===== config.mk =====
export PLATFORM = sky130hd
export DESIGN_NAME = interrupt_arbiter
export DESIGN_NICKNAME = d
export VERILOG_FILES = /design/src/rtl/interrupt_arbiter.sv
export SDC_FILE = /design/constraint.sdc
export NUM_CORES = 1
export LEC_CHECK = 0
export CAP_MARGIN = 20
export CORE_MARGIN = 4
export CORE_UTILIZATION = 35
export DETAILED_ROUTE_END_ITERATION = 10
export PLACE_DENSITY = 0.81
export SLEW_MARGIN = 25
export SYNTH_ARGS = -nofsm -noshare
export SYNTH_HDL_FRONTEND = slang
export SYNTH_SLANG_ARGS = --single-unit

===== constraint.sdc =====
create_clock -name clk -period 1.3 [get_ports clk]
set_clock_uncertainty 0.1 [all_clocks]
set_input_delay 0.325 -clock clk [delete_from_list [all_inputs] [get_ports clk]]
set_output_delay 0.325 -clock clk [all_outputs]
set_load 0.005 [all_outputs]

===== src/rtl/interrupt_arbiter.sv =====
// Sticky edge-latched interrupt arbiter with a req/ack trap handshake to the core. Nested traps are not taken.
// Latency: a rising edge on irq_in is visible in pending one edge later and raises trap_req one edge after that.
// Backpressure: trap_req is held until trap_ack. Define INTR_ROUND_ROBIN_EN to use rotating priority.
module interrupt_arbiter #(
    parameter int NUM_SRC    = 8,
    parameter int CAUSE_BASE = 16
) (
    input  logic               clk,
    input  logic               reset,
    input  logic [NUM_SRC-1:0] irq_in,
    input  logic [NUM_SRC-1:0] irq_enable,
    input  logic               global_ie,
    input  logic               trap_ack,
    input  logic               mret,
    output logic               trap_req,
    output logic [31:0]        trap_cause,
    output logic               in_isr,
    output logic [NUM_SRC-1:0] pending
);

    localparam int ID_W = (NUM_SRC > 1) ? $clog2(NUM_SRC) : 1;

    typedef enum logic [1:0] {
        IDLE    = 2'd0,
        REQ     = 2'd1,
        SERVICE = 2'd2
    } state_t;

    state_t              state, state_nxt;
    logic [NUM_SRC-1:0]  irq_prev;
    logic [NUM_SRC-1:0]  rise;
    logic [NUM_SRC-1:0]  eligible;
    logic [NUM_SRC-1:0]  clr_mask;
    logic [ID_W-1:0]     cur_id, id_nxt;
    logic [ID_W-1:0]     win_id;
    logic                win_vld;
    logic [30:0]         cause_code;
    logic                trap_req_nxt;
    logic                in_isr_nxt;
    logic [31:0]         cause_nxt;

    assign rise       = irq_in & ~irq_prev;
    assign eligible   = global_ie ? (pending & irq_enable) : '0;
    assign cause_code = 31'(CAUSE_BASE) + 31'(win_id);

`ifdef INTR_ROUND_ROBIN_EN
    logic [ID_W-1:0] rr_ptr, rr_nxt;

    // Search begins at rr_ptr and wraps so the most recently served source goes last.
    always_comb begin
        int idx;
        win_vld = 1'b0;
        win_id  = '0;
        idx     = 0;
        for (int k = 0; k < NUM_SRC; k++) begin
            idx = (int'(rr_ptr) + k) % NUM_SRC;
            if (!win_vld && eligible[idx]) begin
                win_vld = 1'b1;
                win_id  = ID_W'(idx);
            end
        end
    end

    always_comb begin
        rr_nxt = rr_ptr;
        if (state == REQ && trap_ack) begin
            rr_nxt = (cur_id == ID_W'(NUM_SRC - 1)) ? '0 : cur_id + ID_W'(1);
        end
    end

    always_ff @(posedge clk) begin
        if (reset) begin
            rr_ptr <= '0;
        end else begin
            rr_ptr <= rr_nxt;
        end
    end
`else
    always_comb begin
        win_vld = 1'b0;
        win_id  = '0;
        for (int i = NUM_SRC - 1; i >= 0; i--) begin
            if (eligible[i]) begin
                win_vld = 1'b1;
                win_id  = ID_W'(i);
            end
        end
    end
`endif

    always_comb begin
        state_nxt    = state;
        id_nxt       = cur_id;
        trap_req_nxt = trap_req;
        in_isr_nxt   = in_isr;
        cause_nxt    = trap_cause;
        clr_mask     = '0;
        case (state)
            IDLE: begin
                if (win_vld) begin
                    id_nxt       = win_id;
                    cause_nxt    = {1'b1, cause_code};
                    trap_req_nxt = 1'b1;
                    state_nxt    = REQ;
                end
            end
            REQ: begin
                // The request is committed: nothing but ack (or reset) moves it, and mret is ignored here.
                if (trap_ack) begin
                    clr_mask     = NUM_SRC'(1) << cur_id;
                    trap_req_nxt = 1'b0;
                    in_isr_nxt   = 1'b1;
                    state_nxt    = SERVICE;
                end
            end
            SERVICE: begin
                if (mret) begin
                    in_isr_nxt = 1'b0;
                    state_nxt  = IDLE;
                end
            end
            default: begin
                state_nxt = IDLE;
            end
        endcase
    end

    always_ff @(posedge clk) begin
        if (reset) begin
            state      <= IDLE;
            cur_id     <= '0;
            trap_req   <= 1'b0;
            trap_cause <= '0;
            in_isr     <= 1'b0;
            irq_prev   <= '0;
            pending    <= '0;
        end else begin
            state      <= state_nxt;
            cur_id     <= id_nxt;
            trap_req   <= trap_req_nxt;
            trap_cause <= cause_nxt;
            in_isr     <= in_isr_nxt;
            irq_prev   <= irq_in;
            // A new edge on the acknowledged source survives its own clear.
            pending    <= (pending & ~clr_mask) | rise;
        end
    end

endmodule


### After elaboration in Yosys (flattened, before gate mapping)

Index checks and enable logic that the tools add are counted.
Widths: inputs -> output; s select.

| word-level totals | value |
|---|---|
| register bits after elaboration | 55 |
| bits of input ports | 21 |
| output and inout bits | 42 |
| logic and storage cells | 56 |

| operators by class | value |
|---|---|
| add/sub/neg operators | 1 |
| equal/unequal tests | 5 |
| shift operators | 1 |
| multiplexer cells | 29 |
| bitwise gates (word level) | 6 |
| reduce and logical (&&, ||, !) cells | 7 |

Operators by type and width:

| cell | count |
|---|---|
| $and 8x8->8 | 3 |
| $mux 3 | 8 |
| $mux 8 | 3 |
| $not 8->8 | 2 |
| $mux 1 | 12 |
| $reduce_and 3->1 | 3 |
| $or 8x8->8 | 1 |
| $shl 1x3->8 const A | 1 |
| $add 5x3->6 const A | 1 |
| $mux 2 | 3 |
| $ne 2x2->1 const B | 3 |
| $pmux 2 s3 | 1 |
| $pmux 1 s2 | 2 |
| $reduce_bool 2->1 | 2 |
| $eq 2x1->1 const B | 1 |
| $eq 2x2->1 const B | 1 |
| $logic_not 2->1 | 1 |
| $reduce_and 2->1 | 1 |

### Longest topological paths before layout

Gate-level depths: netlist of the first run.

| depth | value |
|---|---|
| depth in word-level cells | 12 |
| mapped depth | 4 |
| gate-level depth less buffers | 4 |

### Worst setup path after synthesis of the first run

No wires, ideal clock.

| path | value |
|---|---|
| kind | in2reg |
| start point | input irq_enable[5] |
| end point | register cur_id[0] |
| library setup time | 0.117 ns |
| arrival time | 1.036 ns |
| data required time | 1.083 ns |
| setup slack | 0.046 ns |
| cell stages on the path | 4 |
| buffers on the path | 0 |
| cells stage by stage | a22oi_2 -> nand3_2 -> or2_0 -> a32o_1 |

| between the ends | value |
|---|---|
| cells in the longest elaborated chain, start to end | 9 |
| elaborated cells on any way between the ends | 15 |
| classes of those cells | 13 x mux; 1 x bitwise; 1 x reduce/logical |

Ends and longest elaborated chain:

| element | RTL line | text |
|---|---|---|
| start, declared | 11 | `input logic [NUM_SRC-1:0] irq_enable,` |
| $and 8x8->8 * | 43 | `assign eligible = global_ie ? (pending & irq_enable) : '0;` |
| $mux 8 * | 43 |  |
| $mux 1 (6 in series) | 83 | `if (eligible[i]) begin` |
| $reduce_and 2->1 (no line) | n/a |  |
| end signal, assigned | 139 | `cur_id <= id_nxt;` |
| end, declared | 34 | `logic [ID_W-1:0] cur_id, id_nxt;` |

Every way passes the cells marked *; elsewhere a longest branch is shown, timed or not.
A chain may end at the register's enable or synchronous reset.

### Final worst setup path of the first run

| path | value |
|---|---|
| start point | register pending[5] |
| end point | register cur_id[0] |

| between the ends | value |
|---|---|
| cells in the longest elaborated chain, start to end | 9 |
| elaborated cells on any way between the ends | 15 |
| classes of those cells | 13 x mux; 1 x bitwise; 1 x reduce/logical |

Ends and longest elaborated chain:

| element | RTL line | text |
|---|---|---|
| start, declared | 18 | `output logic [NUM_SRC-1:0] pending` |
| start signal, assigned | 145 | `pending <= (pending & ~clr_mask) \| rise;` |
| $and 8x8->8 * | 43 |  |
| $mux 8 * | 43 |  |
| $mux 1 (6 in series) | 83 |  |
| $reduce_and 2->1 (no line) | n/a |  |

Marked as above.

==> flow_summary.json, run 1 <==
{
  "fin_cells": 246,
  "core_area_um2": 3363,
  "powerDensity_nw_per_um2": 897.4,
  "hold_class": "flop to flop",
  "crit_buf_inv": 1,
  "synth_top_family_by_area": "simple AND/OR/NAND/NOR gates",
  "rows": 21,
  "synth-edff-count": 0,
  "cp_max_fo": 3,
  "ios": 63,
  "slowest_stage": "dfxtp_2",
  "clk_pin_slew_ns": 0.12,
  "fmax_ghz": 0.6883,
  "min_period_ns": 1.453,
  "finalHoldViolations": 0,
  "ys.flop_type": "dfxtp_1",
  "cpLargestDelayFamily": "compound AO/OA/AOI/OAI gates",
  "h-tree-depth": 1,
  "clock_path_buffers": 2,
  "dp_hpwl_um": 2223,
  "drive_gt1_share_pct": 41.50,
  "antenna_found_initial": 0,
  "synth-seq-cells": 24,
  "setup_slack_ns": -0.1529,
  "die_h_um": 67.07,
  "grt_max_degree": 13,
  "synth_xor_xnor_area_share_pct": 0,
  "dpl.cell_count": 228,
  "drv_cap": 0,
  "critPathKind": "flop to flop",
  "vdd_drop_max_uv": 615.3,
  "post-route-drc-count": 0,
  "violations": "negative setup slack",
  "tritoncts": "done",
  "place_congestion": 0.9670,
  "first_pass_iters": 4,
  "status": "complete, but fails checks",
  "critPathMaxStageDelay_ns": 0.34,
  "syn_inst": 132,
  "avgSynthCellArea_um2": 9.251,
  "totalWireLength_um": 3200,
  "die_area_um2": 4498,
  "synthMuxAreaShare_pct": 0.8197,
  "yosysSeqAreaShare_pct": 39.34,
  "fin_setup_tns_ns": -0.6930,
  "grt_first_pass_wirelength_um": 4788,
  "grt_pass1_vias": 1117,
  "vias": 1143,
  "routed_via_density": 4.646,
  "cts_root_buffer": "clkbuf_4",
  "path_cells": "buf_6 > a22oi_2 > nand3_2 > or2_0 > a32o_1",
  "io_buffer_count": 35,
  "p_leak_nw": 0.8276,
  "synth_area_um2": 1221,
  "initial_core_util_pct": 36.31,
  "end_kind": "flop",
  "cts.sinks": 24,
  "die_w_um": 67.07,
  "worstSkewPairLatency_ns": 0.32,
  "final-max-slew-violation-count": 0,
  "drtAntennaViolNets": 0,
  "routedWlPerCell_um": 13.01,
  "start_kind": "flop",
  "worstPathArrival_ns": 1.57,
  "grt_usage_pct": 14.29,
  "synthAdderAreaFrac_pct": 0,
  "synth-async-reset-ratio_pct": 0,
  "setup_viol": 9,
  "nNetsFinal": 223,
  "numCtsBuffers": 3,
  "gr-total-overflow": 0,
  "fin_crit_sh_pct": 111.8,
  "yosys_warnings": 0,
  "drt_iter0_drc": 36,
  "yosysUniqueCellTypes": 33,
  "synth_compound_area_share_pct": 19.16,
  "required_ns": 1.42,
  "n_antenna_cell": 0,
  "hold_slack_ns": 0.3831,
  "rsz0062_at_grt": "yes",
  "area_delta_synth_final_pct": 50.00,
  "synthSimpleGateAreaFrac_pct": 22.23
}
==> stage by stage <==
step	setup slack (ns)	area [µm²]	utilization, %	total power, W
6_report	-0.1529	1832	54.46	0.001644
5_1_grt	-0.2267	1832	54.46	0.001726
4_1_cts	-0.1426	1810	53.83	0.001619
3_5_place_dp	-0.5199	1652	49.11	0.001240
3_3_place_gp	-0.4938	1652	49.11	0.001235
2_1_floorplan	0.04649	1319	-	0.001062
==> layout make-up <==
cell class,count,area (µm²)
Tap cell,46,57.56
Timing Repair Buffer,69,583.1
Inverter,1,3.754
Clock buffer,3,22.52
Multi-Input combinational cell,103,659.4
Sequential cell,24,505.5
Fill cell,311,1531
==> power breakdown <==
group | internal (W) | switching [W]
Clock | 0.000109 | 0.000218
Sequential | 0.000795 | 0.0000375
Combinational | 0.000280 | 0.000204
==> placed cells by master (no fill, tap or decap), types with 2 or more instances in the layout <==
master	synthesis	final
a211oi_2	0	2
a21oi_1	14	11
a21oi_2	0	3
a22oi_2	2	2
buf_2	0	6
buf_4	28	28
buf_6	0	10
clkbuf_2	0	4
clkbuf_4	0	3
clkdlybuf4s50_1	0	17
conb_1	1	27
dfxtp_1	24	8
dfxtp_2	0	14
dfxtp_4	0	2
dlygate4sd2_1	0	2
nand2_1	8	8
nand2b_1	11	11
nand3_2	2	3
nor2b_1	10	9
o21ai_0	5	5
o21ai_1	3	3
==> cells by family after synthesis <==
group	Yosys count
flip-flops	24
other	1
multiplexers	1
AND/OR/NAND/NOR	41
buffers and inverters	31
AO/OA/AOI/OAI	34
==> worst paths after layout <==
kind	startpoint	to	slack, ns	depth (start not counted)
worst max-delay path	pending[5]	cur_id[0]	-0.15	5
worst min-delay path	trap_req	trap_req	0.38	2
worst max register to register	pending[5]	cur_id[0]	-0.15	5
worst min register to register	trap_req	trap_req	0.38	2
==> metal layers <==
layer	track usage, %	up-vias	routed length [µm]
met4	7.342	0	93
met5	0	-	0
met1	15.60	517	1219
met3	3.035	13	326
met2	25.52	76	1560
li1	-	537	-
==> registers in the layout (all words and copies together) (netlist names) <==
| name | count |
|---|---|
| state | 2 |
| cur_id | 2 |
| pending | 8 |
| irq_prev | 8 |
| trap_cause | 2 |
| trap_req | 1 |
| in_isr | 1 |
==> worst min-delay path, stage by stage (launching register included) <==
cell     delay, ns
dfxtp_2       0.34
nand2_1       0.07
a21oi_2       0.05
==> Yosys cell counts (2+ instances only) <==
cell type	n	area [µm²]
buf_4	28	210.2
dfxtp_1	24	480.5
a21oi_1	14	70.07
nand2b_1	11	68.82
nor2b_1	10	62.56
nand2_1	8	30.03
o21ai_0	5	25.02
o21ai_1	3	15.01
a211oi_1	2	15.01
a22oi_2	2	25.02
clkbuf_1	2	7.510
nand3_2	2	20.02
==> timing repair <==
action                                  in CTS  in global routing
endpoints found under the setup margin      29                 23
buffers inserted                            14                  5
hold buffers                                 0                  0
pin swaps                                    3                  6
gates resized for setup                     79                 19
Power figures use the tool's default switching activity.
==> run 2: changes to the inputs <==
--- a/config.mk
+++ b/config.mk
@@ -6,6 +6,7 @@
 export NUM_CORES = 1
 export LEC_CHECK = 0
 export CAP_MARGIN = 20
+export CORE_ASPECT_RATIO = 1.2
 export CORE_MARGIN = 4
 export CORE_UTILIZATION = 35
 export DETAILED_ROUTE_END_ITERATION = 10
==> run 2 against run 1 <==
  * Critical path type unchanged
  * Global-route usage decreased by 0.71 points
  * Power increased by 4.6%
  * Final area decreased by 0.75%
  * Critical endpoint is now cur_id[1]
  * Non-clock buffer count decreased by 5
  * Maximum frequency increased by 1.4%
  * Largest power group unchanged
  * The flow still finishes with violations (negative setup slack)
==> flow_summary.json, run 2 (same netlist as run 1, synthesis figures left out) <==
{
  "nNetsFinal": 218,
  "fill_cells": 306,
  "crit_path_start": "pending[4]",
  "worstPathArrival_ns": 1.48,
  "die_h_um": 72.71,
  "cts_root_buffer": "clkbuf_8",
  "multiInputGateArea_um2": 674.4,
  "end_kind": "flop",
  "ff2ff_setup_slack_ns": -0.13,
  "powerDensity_nw_per_um2": 945.5,
  "core_area_um2": 3338,
  "fmax_ghz": 0.6978,
  "crit_path_end": "cur_id[1]",
  "die_area_um2": 4502,
  "layout_common_cells": "27 x conb_1, 25 x buf_4, 13 x dlygate4sd2_1, 12 x dfxtp_2, 12 x clkdlybuf4s50_1",
  "vias": 1071,
  "final_common_cell": "conb_1",
  "drt_iter0_drc": 39,
  "first_pass_iters": 4,
  "stdcell_area_um2": 1818,
  "gr-total-overflow": 0,
  "place_congestion": 0.8341,
  "initial_core_util_pct": 36.58,
  "r2r_end": "cur_id[1]",
  "drtAntennaViolNets": 0,
  "routedWlPerCell_um": 12.91,
  "rsz0062_at_grt": "yes",
  "area_delta_synth_final_pct": 48.87,
  "grt_max_degree": 14,
  "r2r-start": "pending[4]",
  "p_leak_nw": 0.8202,
  "start_kind": "flop",
  "min_period_ns": 1.433,
  "grt_usage_pct": 13.58,
  "antenna_found_initial": 0,
  "setup_slack_ns": -0.1331,
  "grt_first_pass_wirelength_um": 4685,
  "io_buffer_count": 35,
  "critPathMaxStageDelay_ns": 0.35,
  "place_area_um2": 1610,
  "drive_gt1_share_pct": 33.85,
  "worstSkewPairLatency_ns": 0.26,
  "rows": 23,
  "reg2reg_depth": 6,
  "critPathKind": "flop to flop",
  "ios": 63,
  "status": "complete, but fails checks",
  "fin_util_pct": 54.46,
  "n_antenna_cell": 0,
  "fin_crit_sh_pct": 110.2,
  "setup_viol": 5,
  "slowest_stage": "dfxtp_2",
  "clk_pin_slew_ns": 0.08,
  "biggestRegsByFlops": "irq_prev: 8 flops, pending: 8 flops",
  "post-route-drc-count": 0,
  "final-max-slew-violation-count": 0,
  "cts_hold_buf": 0,
  "vdd_drop_max_uv": 608.1,
  "cp_max_fo": 2,
  "routed_via_density": 4.616,
  "totalWireLength_um": 2996,
  "clock_path_buffers": 2,
  "cts.sinks": 24,
  "seq_area_um2": 499.2,
  "drv_cap": 0,
  "required_ns": 1.34,
  "numCtsBuffers": 3,
  "die_w_um": 61.92,
  "dp_hpwl_um": 2249,
  "violations": "negative setup slack",
  "h-tree-depth": 1,
  "finalHoldViolations": 0,
  "hold_class": "flop to flop",
  "path_cells": "buf_6 > a22oi_2 > buf_4 > a222oi_1 > a211o_1 > mux2i_1",
  "grt_pass1_vias": 1069,
  "tritoncts": "done"
}
run 2: cell types whose count changed in the layout (fill, tap and decap cells not counted), moves of 2 or more:
cell / previous run / this run
dlygate4sd2_1: 2 / 13
buf_2: 6 / 0
buf_6: 10 / 5
clkdlybuf4s15_1: 1 / 6
clkdlybuf4s50_1: 17 / 12
buf_4: 28 / 25
clkbuf_4: 3 / 0
clkbuf_8: 0 / 3
dfxtp_1: 8 / 11
dfxtp_2: 14 / 12
run 2: layout make-up:
cell class,instances,share of cell area [%]
multi-input combinational,103,37.10
clock buffer,3,2.271
inverter,1,0.2065
timing repair buffer,64,30.42
tap,37,2.546
sequential,24,27.46
run 2: per-stage QoR:
step                      power [W]  setup TNS (ns)  worst slack [ns]  hold slack [ns]  cells
after detailed placement   0.001230          -6.482           -0.5026           0.3654    215
after CTS                  0.001701         -0.2988           -0.1308           0.3649    228
after global routing       0.001824         -0.8143           -0.1973           0.3847    232
after global placement     0.001222          -6.282           -0.4928           0.3602    215
after floorplan            0.001062               0           0.04649           0.2966    158
final                      0.001719         -0.4884           -0.1331           0.3577    232
run 2: per-layer routing:
metal  part of all wire, %  GRT usage (%)  vias up
met5                     0              0        -
met4                  0.37          4.009        0
met3                   8.3          2.832        2
met2                    50          22.82       52
met1                    41          17.10      491
li1                      -              -      526
run 2: worst min-delay path by stage:
stage	start	endpoint	cells past startpoint
6_report	in_isr	in_isr	2
3_5_place_dp	in_isr	in_isr	2
5_1_grt	in_isr	in_isr	2
3_3_place_gp	in_isr	in_isr	2
4_1_cts	in_isr	in_isr	2
2_1_floorplan	reset	irq_prev[0]	1
run 2: repair_timing:
item | 4_1_cts | 5_1_grt
gates resized for setup | 50 | 18
pin swaps | 13 | 3
setup buffers | 12 | 4
cloned | 0 | 0
setup endpoints to repair | 29 | 19
run 2: worst max-delay path: cells and delay by family (launching register included):
kind                   cells  cell delay (ns)
flip-flops                 1             0.35
multiplexers               1             0.06
AO/OA/AOI/OAI              3             0.56
buffers and inverters      2             0.24
run 2: report_power, final:
part	internal, W	leakage, nW	total (W)	switching, W
logic	0.000268	0.595	0.000465	0.000197
registers	0.000794	0.203	0.000831	0.0000366
clock network	0.000207	0.0216	0.000423	0.000216
total	0.00127	0.820	0.00172	0.000450
